--- config.mk ---
export PLATFORM = sky130hd
export DESIGN_NAME = ripple_count_sampler
export DESIGN_NICKNAME = d
export VERILOG_FILES = /design/src/rtl/ripple_pkg.sv /design/src/rtl/ripple_sync_filter.sv /design/src/rtl/ripple_count_sampler.sv
export SDC_FILE = /design/constraint.sdc
export NUM_CORES = 1
export LEC_CHECK = 0
export CAP_MARGIN = 20
export CORE_UTILIZATION = 35
export DETAILED_ROUTE_END_ITERATION = 8
export GPL_ROUTABILITY_DRIVEN = 0
export SLEW_MARGIN = 20
export SYNTH_ARGS = -nofsm -noshare
export SYNTH_HDL_FRONTEND = slang
export SYNTH_SLANG_ARGS = --single-unit
--- constraint.sdc ---
create_clock -name clk -period 7.98 [get_ports clk]
set_input_delay 0.798 -clock clk [delete_from_list [all_inputs] [get_ports clk]]
set_output_delay 0.798 -clock clk [all_outputs]
set_load 0.02 [all_outputs]
--- src/rtl/ripple_pkg.sv ---
// Shared definitions for the ripple counter sampling path: counter width,
// controller states and the modular delta helper.
package ripple_pkg;

    localparam int RIPPLE_W = 3;

    typedef enum logic {
        ACQ = 1'b0,
        RUN = 1'b1
    } state_e;

    // Forward distance from old_val to new_val on the wrapping ripple counter
    function automatic logic [RIPPLE_W-1:0] ripple_delta(
        input logic [RIPPLE_W-1:0] new_val,
        input logic [RIPPLE_W-1:0] old_val
    );
        return new_val - old_val;
    endfunction

endpackage

--- src/rtl/ripple_sync_filter.sv ---
// Two-flop synchronizer for the asynchronous ripple outputs followed by an
// equal-sample filter that only accepts values seen on two consecutive cycles.
module ripple_sync_filter
    import ripple_pkg::*;
(
    input  logic                clk,
    input  logic                rst,
    input  logic [RIPPLE_W-1:0] ripple_q,
    output logic [RIPPLE_W-1:0] acc_val,
    output logic                acc_stb
);

    logic [RIPPLE_W-1:0] s1_q, s1_d;
    logic [RIPPLE_W-1:0] s2_q, s2_d;
    logic [RIPPLE_W-1:0] p_q,  p_d;
    logic [1:0]          fill_q, fill_d;

    // Next-state for the sample pipeline and the pipeline fill tracker
    always_comb begin
        s1_d   = ripple_q;
        s2_d   = s1_q;
        p_d    = s2_q;
        fill_d = fill_q;
        if (fill_q != 2'd3) begin
            fill_d = fill_q + 2'd1;
        end else begin
            fill_d = fill_q;
        end
    end

    // Sample pipeline registers
    always_ff @(posedge clk or posedge rst) begin
        if (rst) begin
            s1_q   <= '0;
            s2_q   <= '0;
            p_q    <= '0;
            fill_q <= 2'd0;
        end else begin
            s1_q   <= s1_d;
            s2_q   <= s2_d;
            p_q    <= p_d;
            fill_q <= fill_d;
        end
    end

    // The zero reset contents of s2/p would otherwise look like an accepted 0
    assign acc_val = s2_q;
    assign acc_stb = (fill_q == 2'd3) && (s2_q == p_q);

endmodule

--- src/rtl/ripple_count_sampler.sv ---
// Synchronous consumer of the 3-bit ripple counter: filtered count, wrap pulse
// and per-window increment totals delivered over a valid/ready interface.
module ripple_count_sampler
    import ripple_pkg::*;
#(
    parameter int WIN_CYCLES = 1024,
    parameter int ACC_W      = 16
) (
    input  logic                clk,
    input  logic                rst,
    input  logic [RIPPLE_W-1:0] ripple_q,
    output logic [RIPPLE_W-1:0] cnt_stable,
    output logic                cnt_valid,
    output logic                wrap_pulse,
    output logic [ACC_W-1:0]    meas_data,
    output logic                meas_valid,
    input  logic                meas_ready,
    output logic                meas_ovf
);

    localparam int TMR_W = (WIN_CYCLES > 1) ? $clog2(WIN_CYCLES) : 1;
    localparam logic [TMR_W-1:0] TMR_LAST = TMR_W'(WIN_CYCLES - 1);

    logic [RIPPLE_W-1:0] acc_val;
    logic                acc_stb;

    ripple_sync_filter u_sync_filter (
        .clk      (clk),
        .rst      (rst),
        .ripple_q (ripple_q),
        .acc_val  (acc_val),
        .acc_stb  (acc_stb)
    );

    state_e              state_q,      state_d;
    logic [RIPPLE_W-1:0] cnt_stable_q, cnt_stable_d;
    logic                cnt_valid_q,  cnt_valid_d;
    logic                wrap_q,       wrap_d;
    logic [TMR_W-1:0]    timer_q,      timer_d;
    logic [ACC_W-1:0]    acc_q,        acc_d;
    logic [ACC_W-1:0]    meas_data_q,  meas_data_d;
    logic                meas_valid_q, meas_valid_d;
    logic                meas_ovf_q,   meas_ovf_d;

    logic                change;
    logic [RIPPLE_W-1:0] delta;
    logic [ACC_W:0]      sum_ext;
    logic [ACC_W-1:0]    sum_sat;
    logic                xfer;

    // Controller, window timer, saturating accumulator and result handshake
    always_comb begin
        state_d      = state_q;
        cnt_stable_d = cnt_stable_q;
        cnt_valid_d  = cnt_valid_q;
        wrap_d       = 1'b0;
        timer_d      = timer_q;
        acc_d        = acc_q;
        meas_data_d  = meas_data_q;
        meas_valid_d = meas_valid_q;
        meas_ovf_d   = meas_ovf_q;

        change  = acc_stb && (acc_val != cnt_stable_q);
        delta   = change ? ripple_delta(acc_val, cnt_stable_q) : 3'd0;
        sum_ext = {1'b0, acc_q} + {{(ACC_W-2){1'b0}}, delta};
        sum_sat = sum_ext[ACC_W] ? {ACC_W{1'b1}} : sum_ext[ACC_W-1:0];
        xfer    = meas_valid_q && meas_ready;

        if (xfer) begin
            meas_valid_d = 1'b0;
            meas_ovf_d   = 1'b0;
        end else begin
            meas_valid_d = meas_valid_q;
            meas_ovf_d   = meas_ovf_q;
        end

        case (state_q)
            ACQ: begin
                if (acc_stb) begin
                    cnt_stable_d = acc_val;
                    cnt_valid_d  = 1'b1;
                    timer_d      = '0;
                    acc_d        = '0;
                    state_d      = RUN;
                end else begin
                    state_d      = ACQ;
                end
            end
            RUN: begin
                if (change) begin
                    cnt_stable_d = acc_val;
                    wrap_d       = (acc_val < cnt_stable_q);
                end else begin
                    cnt_stable_d = cnt_stable_q;
                end
                // A load at window end overrides the transfer clear above
                if (timer_q == TMR_LAST) begin
                    timer_d      = '0;
                    acc_d        = '0;
                    meas_data_d  = sum_sat;
                    meas_valid_d = 1'b1;
                    meas_ovf_d   = meas_valid_q && !meas_ready;
                end else begin
                    timer_d      = timer_q + TMR_W'(1);
                    acc_d        = sum_sat;
                end
            end
            default: begin
                state_d = ACQ;
            end
        endcase
    end

    // State and output registers
    always_ff @(posedge clk or posedge rst) begin
        if (rst) begin
            state_q      <= ACQ;
            cnt_stable_q <= '0;
            cnt_valid_q  <= 1'b0;
            wrap_q       <= 1'b0;
            timer_q      <= '0;
            acc_q        <= '0;
            meas_data_q  <= '0;
            meas_valid_q <= 1'b0;
            meas_ovf_q   <= 1'b0;
        end else begin
            state_q      <= state_d;
            cnt_stable_q <= cnt_stable_d;
            cnt_valid_q  <= cnt_valid_d;
            wrap_q       <= wrap_d;
            timer_q      <= timer_d;
            acc_q        <= acc_d;
            meas_data_q  <= meas_data_d;
            meas_valid_q <= meas_valid_d;
            meas_ovf_q   <= meas_ovf_d;
        end
    end

    assign cnt_stable = cnt_stable_q;
    assign cnt_valid  = cnt_valid_q;
    assign wrap_pulse = wrap_q;
    assign meas_data  = meas_data_q;
    assign meas_valid = meas_valid_q;
    assign meas_ovf   = meas_ovf_q;

endmodule

==> out/qor.csv <==
metric;value;unit
number of H-tree levels;3;
max-cap check violation count;0;
clk slew on worst S/H paths;0.06;ns
headroom to the max-slew limit;0.391;
1st-pass router iterations;4;
Pwr Density;237;mW/mm²
antenna cells;0;
register area;0.00153;mm²
Fin Setup TNS;0;ns
number of CTS-inserted buffers;9;
most area-hungry cell type in the Yosys netlist;sky130_fd_sc_hd__dfrtp_1;
# DRC;0;
HP Class;reg2reg;
worst path arrival time;3.13;ns
startpoint types;register;
clock tree from TritonCTS;yes;
setup-violating endpoint count in the final report;0;
final worst-path cycle share;0.365;
via/cell ratio;5.23;
minimum setup slack after placement;5.08;ns
Layout Skew;0.00971;ns
overall routed net length;6.41;mm
horizontal die dimension;96.5;µm
Gates resized, CTS repair;0;
Post-Layout Inst Area;0.00363;mm²
footprint of the multi-input gates;0.00144;mm²
placed wire-length estimate;4.36;mm
violation count after the first detailed-route iteration;124;
required time worst endpoint;8.20;ns
status;finished, final reports clean;
Util after Layout;0.418;
sequential fraction of the synthesis area;0.489;
Initial Util;0.360;
I/O pin cnt;29;
CP max FO;6;
buffers from clock root to sink, at most;2;
maximum number of pins on one net before global-route repair;62;
max-slew violation count;0;
measured slew at the worst slew-check pin;0.914;ns
clock tree root driver cell;sky130_fd_sc_hd__clkbuf_8;
Remaining Overflow, GRT;0;
Layout Area Growth over Synthesis;16.2;%
post-synth design cell area;0.00312;mm²
Final Total Pwr;861;µW
number of fill cells in the layout;849;
Final Critical Period;2.91;ns
highest achievable clock rate;344;MHz
via count of the first global-routing pass;2110;
cell types occupying the most area after synthesis;sky130_fd_sc_hd__dfrtp_1 49%, sky130_fd_sc_hd__o21ai_0 4.0%, sky130_fd_sc_hd__nor2_1 3.4%;
Die Outline Area;0.00931;mm²
num rows;34;
initial antenna violation count;0;
buffer count from post-CTS setup fixing;0;
Post-Syn Nets;320;
wire length of the first global-routing pass;10.4;mm
static leakage;1.53;nW
IO buf count;28;
cells after synthesis;304;
Synth top area share;0.489;
top_reg_cell synth;sky130_fd_sc_hd__dfrtp_1;
placed cell area;0.00343;mm²
Critical Path End Type;register;
average wire length per cell after detail routing;14.5;µm
maximum vdd ir drop;169;µV
number of hold buffers added after cts;0;
setup repair after global routing missed its margin;no;
die extent in y;96.5;µm
syn_area_per_cell;10.3;µm²
latest clock arrival within the worst-skew pair;0.34;ns
overall global routing resource usage;0.151;
via total after detailed routing;2313;
Final Hold Fails;0;
Post-synth EDFFs;0;
share of cells above drive strength 1;0.129;
post-synthesis cell type count;56;
core area;0.00868;mm²
count of nets after finishing;346;
final antenna-violating net count;0;
post-synthesis async set-or-reset flop share;1.00;
number of synthesized register bits;61;
smallest setup slack after layout;5.07;ns
Warnings, synthesis;0;
kind of critical path;reg2reg;
clock sink count;61;
-- Yosys cell counts (all sizes together), types with 2 or more instances --
cell / count
nand3: 11
nand4: 8
ha: 8
nor2: 32
dfrtp: 61
buf: 12
o2bb2ai: 2
a31oi: 12
clkbuf: 2
xor2: 5
o21a: 2
or2: 3
a22o: 3
and4: 5
nand2: 26
xnor2: 8
a21oi: 14
nor4: 2
inv: 12
fa: 2
and2: 8
mux2: 4
mux2i: 3
o21ai: 34
o31ai: 7
nor3: 2
a21o: 5
-- sequential cells by signal, indices dropped and copies added (netlist names) --
name,flops
u_sync_filter.acc_val,3
meas_valid,1
u_sync_filter.s1_q,3
u_sync_filter.p_q,3
meas_ovf,1
wrap_pulse,1
timer_q,10
u_sync_filter.fill_q,2
meas_data,16
cnt_stable,3
acc_q,16
state_q,1
cnt_valid,1
-- path summary, 6_finish.rpt --
check	cells after the start	startpoint	slack (ns)	end
setup reg to reg	12	u_sync_filter.acc_val[0]	5.07	acc_q[11]
setup / recovery	12	u_sync_filter.acc_val[0]	5.07	acc_q[11]
min in group asynchronous	3	rst	1.01	meas_data[0]
hold / removal	0	u_sync_filter.s1_q[0]	0.35	u_sync_filter.acc_val[0]
hold reg to reg	0	u_sync_filter.s1_q[0]	0.35	u_sync_filter.acc_val[0]
max in group asynchronous	3	rst	6.46	acc_q[11]
-- per-stage QoR --
stage / cells / hold slack [ns]
CTS: 442 / 0.354
finish: 442 / 0.351
detailed placement: 427 / 0.339
global placement: 427 / 0.333
global route: 442 / 0.358
floorplan: 304 / 0.331
-- cell type report --
type / instances / area share
multi-input combinational: 217 / 0.396
sequential: 61 / 0.421
timing repair buffer: 29 / 0.0793
clock inverter: 4 / 0.0131
clock buffer: 11 / 0.0417
tap: 108 / 0.0372
inverter: 12 / 0.0124
-- cell families after synthesis --
family,share of synthesized area
and+or+nand+nor,0.169
AOI/OAI and AO/OA,0.185
DFF,0.489
buffers and inverters,0.0517
xor gates and xnor gates,0.0364
adders and majority gates,0.0449
muxes,0.0240
-- cells in the final DEF, fill, tap and decap left out, types with 7 or more instances in the layout --
master                            instances
sky130_fd_sc_hd__nand4_1                  7
sky130_fd_sc_hd__xnor2_1                  8
sky130_fd_sc_hd__a21oi_1                 14
sky130_fd_sc_hd__clkbuf_8                11
sky130_fd_sc_hd__nand2_1                 25
sky130_fd_sc_hd__inv_1                   11
sky130_fd_sc_hd__dfrtp_1                 61
sky130_fd_sc_hd__nor2_1                  28
sky130_fd_sc_hd__o21ai_0                 25
sky130_fd_sc_hd__o21ai_1                  8
sky130_fd_sc_hd__nand3_1                 10
sky130_fd_sc_hd__clkdlybuf4s50_1         28
sky130_fd_sc_hd__ha_1                     8
sky130_fd_sc_hd__a31oi_1                 10
-- critical path, cell delays in order, from the launching register on --
cell and delay (ns):
sky130_fd_sc_hd__dfrtp_1 0.40, sky130_fd_sc_hd__inv_1 0.08, sky130_fd_sc_hd__ha_1 0.15, sky130_fd_sc_hd__inv_1 0.06
sky130_fd_sc_hd__fa_1 0.37, sky130_fd_sc_hd__xor2_1 0.14, sky130_fd_sc_hd__and2_1 0.15, sky130_fd_sc_hd__ha_1 0.34
sky130_fd_sc_hd__o211ai_1 0.21, sky130_fd_sc_hd__nor2_1 0.28, sky130_fd_sc_hd__nand4_1 0.19, sky130_fd_sc_hd__a21o_2 0.24
sky130_fd_sc_hd__a22o_1 0.17
-- metal layers --
layer | up-vias | global-route usage | part of all wire
met4 | 0 | 0.0625 | 0.014
li1 | 1133 | - | -
met3 | 10 | 0.0477 | 0.052
met1 | 1113 | 0.202 | 0.50
met2 | 57 | 0.225 | 0.44
met5 | - | 0 | 0
-- report_power, final --
group	switching [mW]	internal, mW	leakage, nW	total, mW
registers	0.0476	0.350	0.788	0.398
clock network	0.117	0.158	0.101	0.276
logic	0.102	0.0861	0.642	0.188
total	0.267	0.595	1.53	0.861
(Power assumes the default switching activity.)
